### src/rtl/sseg_scan_ctrl.sv
`timescale 1ns/1ps
`default_nettype none
// ============================================================================
//  Module   : sseg_scan_ctrl
//  Purpose  : Multiplexed seven-segment scan controller with PWM brightness
//             and frame-synchronous (tear-free) display updates.
//  Revision : 1.0  initial release
// ============================================================================
module sseg_scan_ctrl #(
   parameter int NUM_DIGITS = 8,
   parameter int PHASE_LEN  = 1562
) (
   input  logic                    clk_in,
   input  logic                    rst_low_in,
   input  logic [4*NUM_DIGITS-1:0] data_in,
   input  logic [NUM_DIGITS-1:0]   dp_in,
   input  logic [NUM_DIGITS-1:0]   blank_in,
   input  logic                    valid_in,
   output logic                    ready_out,
   input  logic [3:0]              bright_in,
   output logic [6:0]              sseg_out,
   output logic                    dp_out,
   output logic [NUM_DIGITS-1:0]   an_out,
   output logic                    frame_out
);

   localparam int c_PC_W  = (PHASE_LEN > 1) ? $clog2(PHASE_LEN) : 1;
   localparam int c_DIG_W = $clog2(NUM_DIGITS);
   localparam logic [c_PC_W-1:0]  c_PC_LAST  = c_PC_W'(PHASE_LEN - 1);
   localparam logic [c_DIG_W-1:0] c_DIG_LAST = c_DIG_W'(NUM_DIGITS - 1);

   // Active-high gfedcba pattern for a hex nibble.
   function automatic logic [6:0] f_decode(input logic [3:0] nib);
      logic [6:0] seg;
      case (nib)
         4'h0: seg = 7'h3F;
         4'h1: seg = 7'h06;
         4'h2: seg = 7'h5B;
         4'h3: seg = 7'h4F;
         4'h4: seg = 7'h66;
         4'h5: seg = 7'h6D;
         4'h6: seg = 7'h7D;
         4'h7: seg = 7'h07;
         4'h8: seg = 7'h7F;
         4'h9: seg = 7'h6F;
         4'hA: seg = 7'h77;
         4'hB: seg = 7'h7C;
         4'hC: seg = 7'h39;
         4'hD: seg = 7'h5E;
         4'hE: seg = 7'h79;
         default: seg = 7'h71;
      endcase
      return seg;
   endfunction

   logic [c_PC_W-1:0]       r_phase_cnt;
   logic [3:0]              r_phase;
   logic [c_DIG_W-1:0]      r_digit;

   logic                    r_full;
   logic [4*NUM_DIGITS-1:0] r_pend_data;
   logic [NUM_DIGITS-1:0]   r_pend_dp;
   logic [NUM_DIGITS-1:0]   r_pend_blank;
   logic [4*NUM_DIGITS-1:0] r_act_data;
   logic [NUM_DIGITS-1:0]   r_act_dp;
   logic [NUM_DIGITS-1:0]   r_act_blank;

   logic [NUM_DIGITS-1:0]   r_an;
   logic [6:0]              r_seg;
   logic                    r_dp;

   logic                    w_pc_wrap;
   logic                    w_ph_wrap;
   logic                    w_frame;
   logic                    w_accept;
   logic                    w_lit;
   logic [3:0]              w_nibble;
   logic [NUM_DIGITS-1:0]   w_an_nxt;
   logic [6:0]              w_seg_nxt;
   logic                    w_dp_nxt;

   assign w_pc_wrap = (r_phase_cnt == c_PC_LAST);
   assign w_ph_wrap = w_pc_wrap && (r_phase == 4'hF);
   assign w_frame   = w_ph_wrap && (r_digit == c_DIG_LAST);
   assign w_accept  = valid_in && !r_full;

   always_ff @(posedge clk_in or negedge rst_low_in) begin
      if (!rst_low_in) begin
         r_phase_cnt <= '0;
         r_phase     <= '0;
         r_digit     <= '0;
      end else begin
         if (w_pc_wrap) begin
            r_phase_cnt <= '0;
            r_phase     <= r_phase + 4'd1;
         end else begin
            r_phase_cnt <= r_phase_cnt + 1'b1;
         end
         if (w_ph_wrap) begin
            r_digit <= w_frame ? '0 : r_digit + 1'b1;
         end
      end
   end

   // Pending can only be loaded while empty and only drained while full, so a
   // capture in the boundary cycle always waits for the following frame.
   always_ff @(posedge clk_in or negedge rst_low_in) begin
      if (!rst_low_in) begin
         r_full       <= 1'b0;
         r_pend_data  <= '0;
         r_pend_dp    <= '0;
         r_pend_blank <= '0;
         r_act_data   <= '0;
         r_act_dp     <= '0;
         r_act_blank  <= '1;
      end else begin
         if (w_frame && r_full) begin
            r_act_data  <= r_pend_data;
            r_act_dp    <= r_pend_dp;
            r_act_blank <= r_pend_blank;
            r_full      <= 1'b0;
         end else if (w_accept) begin
            r_pend_data  <= data_in;
            r_pend_dp    <= dp_in;
            r_pend_blank <= blank_in;
            r_full       <= 1'b1;
         end
      end
   end

   assign w_nibble = r_act_data[{r_digit, 2'b00} +: 4];
   assign w_lit    = (r_phase <= bright_in) && !r_act_blank[r_digit];

   always_comb begin
      w_an_nxt  = '1;
      w_seg_nxt = 7'h7F;
      w_dp_nxt  = 1'b1;
      if (w_lit) begin
         w_an_nxt[r_digit] = 1'b0;
         w_seg_nxt         = ~f_decode(w_nibble);
         w_dp_nxt          = ~r_act_dp[r_digit];
      end
   end

   // Pins are registered so anode and segment lines switch on the same edge.
   always_ff @(posedge clk_in or negedge rst_low_in) begin
      if (!rst_low_in) begin
         r_an  <= '1;
         r_seg <= 7'h7F;
         r_dp  <= 1'b1;
      end else begin
         r_an  <= w_an_nxt;
         r_seg <= w_seg_nxt;
         r_dp  <= w_dp_nxt;
      end
   end

   assign an_out    = r_an;
   assign sseg_out  = r_seg;
   assign dp_out    = r_dp;
   assign ready_out = !r_full;
   assign frame_out = w_frame;

endmodule
`default_nettype wire

### config.mk
export PLATFORM = sky130hd
export DESIGN_NAME = sseg_scan_ctrl
export DESIGN_NICKNAME = d
export VERILOG_FILES = /design/src/rtl/sseg_scan_ctrl.sv
export SDC_FILE = /design/constraint.sdc
export NUM_CORES = 1
export LEC_CHECK = 0
export BUFFER_PORTS_ARGS = -buffer_cell sky130_fd_sc_hd__buf_4
export CORE_ASPECT_RATIO = 1.25
export CORE_MARGIN = 3
export CORE_UTILIZATION = 40
export DETAILED_ROUTE_END_ITERATION = 12
export HOLD_SLACK_MARGIN = 0.08
export PLACE_DENSITY = 0.68
export SETUP_SLACK_MARGIN = 0.02
export SKIP_LAST_GASP = 1
export SLEW_MARGIN = 20
export SYNTH_ARGS = -nofsm -noshare
export SYNTH_HDL_FRONTEND = slang
export SYNTH_SLANG_ARGS = --single-unit
### constraint.sdc
create_clock -name clk_in -period 3.3 [get_ports clk_in]
set_input_delay 0.66 -clock clk_in [delete_from_list [all_inputs] [get_ports clk_in]]
set_output_delay 0.66 -clock clk_in [all_outputs]
set_load 0.02 [all_outputs]
==> summary.md <==
| Metric | Value |
|---|---|
| Core area | 0.0139 mm^2 |
| Crit path arrival time | about 2200 ps |
| Via Count | 3,348 |
| CTS tree | built |
| Most frequent cells in the layout | dfrtp_1 (107), mux2_2 (95), buf_4 (77) |
| Worst Path Required | 2640 ps |
| Slew @ Worst Pin | 773 ps |
| Crit Path Max Fanout | 13 |
| Sw Ratio | ~20% |
| Syn-to-layout area delta | 23.7% |
| Final WL | 10,800 um |
| Comb pwr share | under 10% |
| Post-CTS Setup Inserts | 0 |
| Max Cap Violations | 0 |
| DR WL/cell | roughly 16 um |
| Final Max Tran Viols | 0 |
| Number of global-route vias before repair | ~3.6k |
| VDD IR max | ~350 uV |
| Hold-fix buffers, CTS | 0 |
| Register area | 0.00331 mm^2 |
| Clock Skew | 8.59 ps |
| Yosys warns | 0 |
| Pin count of the biggest net entering global routing | a little over 60 |
| CP Class | reg -> out |
| Iteration-0 DRC Markers | 142 |
| Leak | 3.28 nW |
| Chip height | 140 um |
| Post-DRT Antenna Nets | 0 |
| Syn avg cell area | between 10 and 15 um^2 |
| Total Routing Usage GR | 14.6% |
| GRT Residual Overflow | 0 |
| Final period util | 86.9% |
| Resized cells post-CTS | 0 |
| Min cycle time layout | 2870 ps |
| Number of synthesized flops with an enable pin | 0 |
| Area of the multi-input gates | 0.00226 mm^2 |
| Post-Syn Area | 0.00571 mm^2 |
| DP Cell Count | 628 |
| R2r endpoint | sseg_out[0] |
| Critical Path End Type | output pin |
| Vias per cell | between 5 and 6 |
| Die width | 113 um |
| Worst setup path startpoint | r_phase_cnt[2] |
| Ant diodes | 0 |
| Clock network fraction of design power | 49.8% |
| DR pass1 iterations | 4 |
| GP Congestion | 0.811 |
| First-pass GRT wire length | 18,100 um |
| Final setup fails | 0 |
| Sinks on Clock Net | between 100 and 150 |
| Relative slew margins | 48.5% |
| R2R depth | 6 |
| I/O pin count | 73 |
| Synth cell types | 43 |
| Synth Instances | 393 |
| Final core utilization | 50.9% |
| Worst-Skew Late Latency | 410 ps |
| Maximum clock frequency | 349 MHz |
| Flop-to-flop setup slack | 680 ps |
| Share of post-route cells with drive strength above 1 | 50.2% |
| Unrepaired setup endpoints after global routing | false |
| Post-synth top flop | dfrtp_1 |
| Fin cells | 659 |
| Outcome | completed |
| Nets@finish | 542 |
| Synth top area share | 46.9% |
| Initial Utilization | 41.1% |
| DP HPWL | between 7000 and 8000 um |
| Initial antenna violation count | 0 |
| Internal power | 3.00 mW |
| Seq/Total Area, Yosys | 58.0% |
| Psw | 0.754 mW |
| Worst flop-to-flop path startpoint | r_digit[1] |
| Critical Path Start Type | flop |
| Cell taking the most area after synthesis | dfrtp_1 |
| H-Tree Depth | 4 |
| Root Driver | clkbuf_16 |
| Die ar. | roughly 0.016 mm^2 |
| Max clock buf depth | 2 |
| Power per cell area | 532 mW/mm^2 |
| Commonest non-fill, non-tap cell in the layout | dfrtp_1 |
| Post-synthesis register bit count | about 130 |
| Worst hold path class | in -> async |
| Setup TNS | 0 ps |
| Ys async rst share | 100% |
| Clock buffer count from CTS | 17 |
| Syn_nets | 463 |
| Sequential share of power | between 40% and 50% |
| Reg clk slew, reported paths | 60 ps |
| Largest cells by area after synthesis | dfrtp_1 (47%), mux2_2 (19%), dfstp_2 (11%), ha_1 (3.3%), mux4_2 (3.2%) |
| Hold Fails Final Rpt | 0 |
| Std-Cell Rows | 48 |
| Layout fillers | 1,188 |
| Port Buffers | 72 |
| # DRC | 0 |
[worst max path at each step]
stage	to	cells past startpoint	slack, ps
finish	frame_out	6	430
floorplan	frame_out	5	720
global route	frame_out	6	300
detailed placement	sseg_out[0]	6	690
global placement	sseg_out[0]	6	800
CTS	frame_out	6	420
[cell families after synthesis]
logic type	Yosys count	synth area share (%)
flip-flops	131	58.0
multiplexers	119	24.9
AND/OR/NAND/NOR	62	6.27
buffers and inverters	30	2.52
AO/OA/AOI/OAI	24	3.18
adder cells (fa/ha/maj)	15	3.29
XOR/XNOR	12	1.84
[sequential cells by signal, summed over array words and instances (netlist names), 3 cells and up]
signal	flops
an_out	8
r_pend_blank	8
r_phase_cnt	11
r_pend_dp	8
r_phase	4
r_digit	3
r_act_blank	8
r_act_dp	8
r_act_data	32
r_pend_data	32
sseg_out	7
[stage by stage]
stage | setup WS, ps | area (um^2) | hold slack [ps] | total power [mW]
after floorplan | 724 | 5710 | 364 | 1.80
after global placement | 800 | 6460 | 471 | 1.91
after detailed placement | 694 | 6460 | 474 | 1.92
after CTS | 415 | 7060 | 357 | 3.80
after global routing | 305 | 7060 | 386 | 3.90
final | 434 | 7060 | 327 | 3.75
[synthesized netlist by cell type (all sizes together), types with 2 or more instances]
library cell,n
dfrtp,107
mux2,104
dfstp,24
buf,17
ha,15
nor2,15
nand2,12
inv,10
mux4,8
nand3,8
mux2i,7
nand4,6
o211ai,6
xnor2,6
xor2,6
a21oi,5
nor2b,5
nor3,4
o21ai,4
clkbuf,3
nand3b,3
nor3b,2
o221ai,2
[power by group through the flow]
stage / Sequential, mW / Combinational [mW] / Clock (mW)
global placement: 1.75 / 0.161 / 0
global route: 1.73 / 0.180 / 1.99
finish: 1.72 / 0.161 / 1.87
floorplan: 1.73 / 0.0662 / 0
CTS: 1.72 / 0.166 / 1.91
detailed placement: 1.75 / 0.166 / 0
[final cells by class]
cell class,instances,share of cell area (%)
timing repair buffer,80,9.04
multi-input combinational,232,32.0
tap,175,3.10
inverter,10,0.532
clock buffer,21,6.52
sequential,131,46.9
clock inverter,10,1.90
[per-layer routing]
metal	wire, um	GRT usage [%]	vias up
met5	0	0	-
met4	190	5.95	0
met3	448	4.09	16
met2	5390	23.7	71
met1	4730	18.5	1697
li1	-	-	1564
[worst max-delay path, cell delays in order, from the launching register on]
cell and delay (ps):
dfrtp_1 430, or4_1 590, nor3_4 120, buf_4 220, nand4_1 120, nor2_1 150
buf_4 170
No activity file was read; power rests on OpenSTA's default activity.
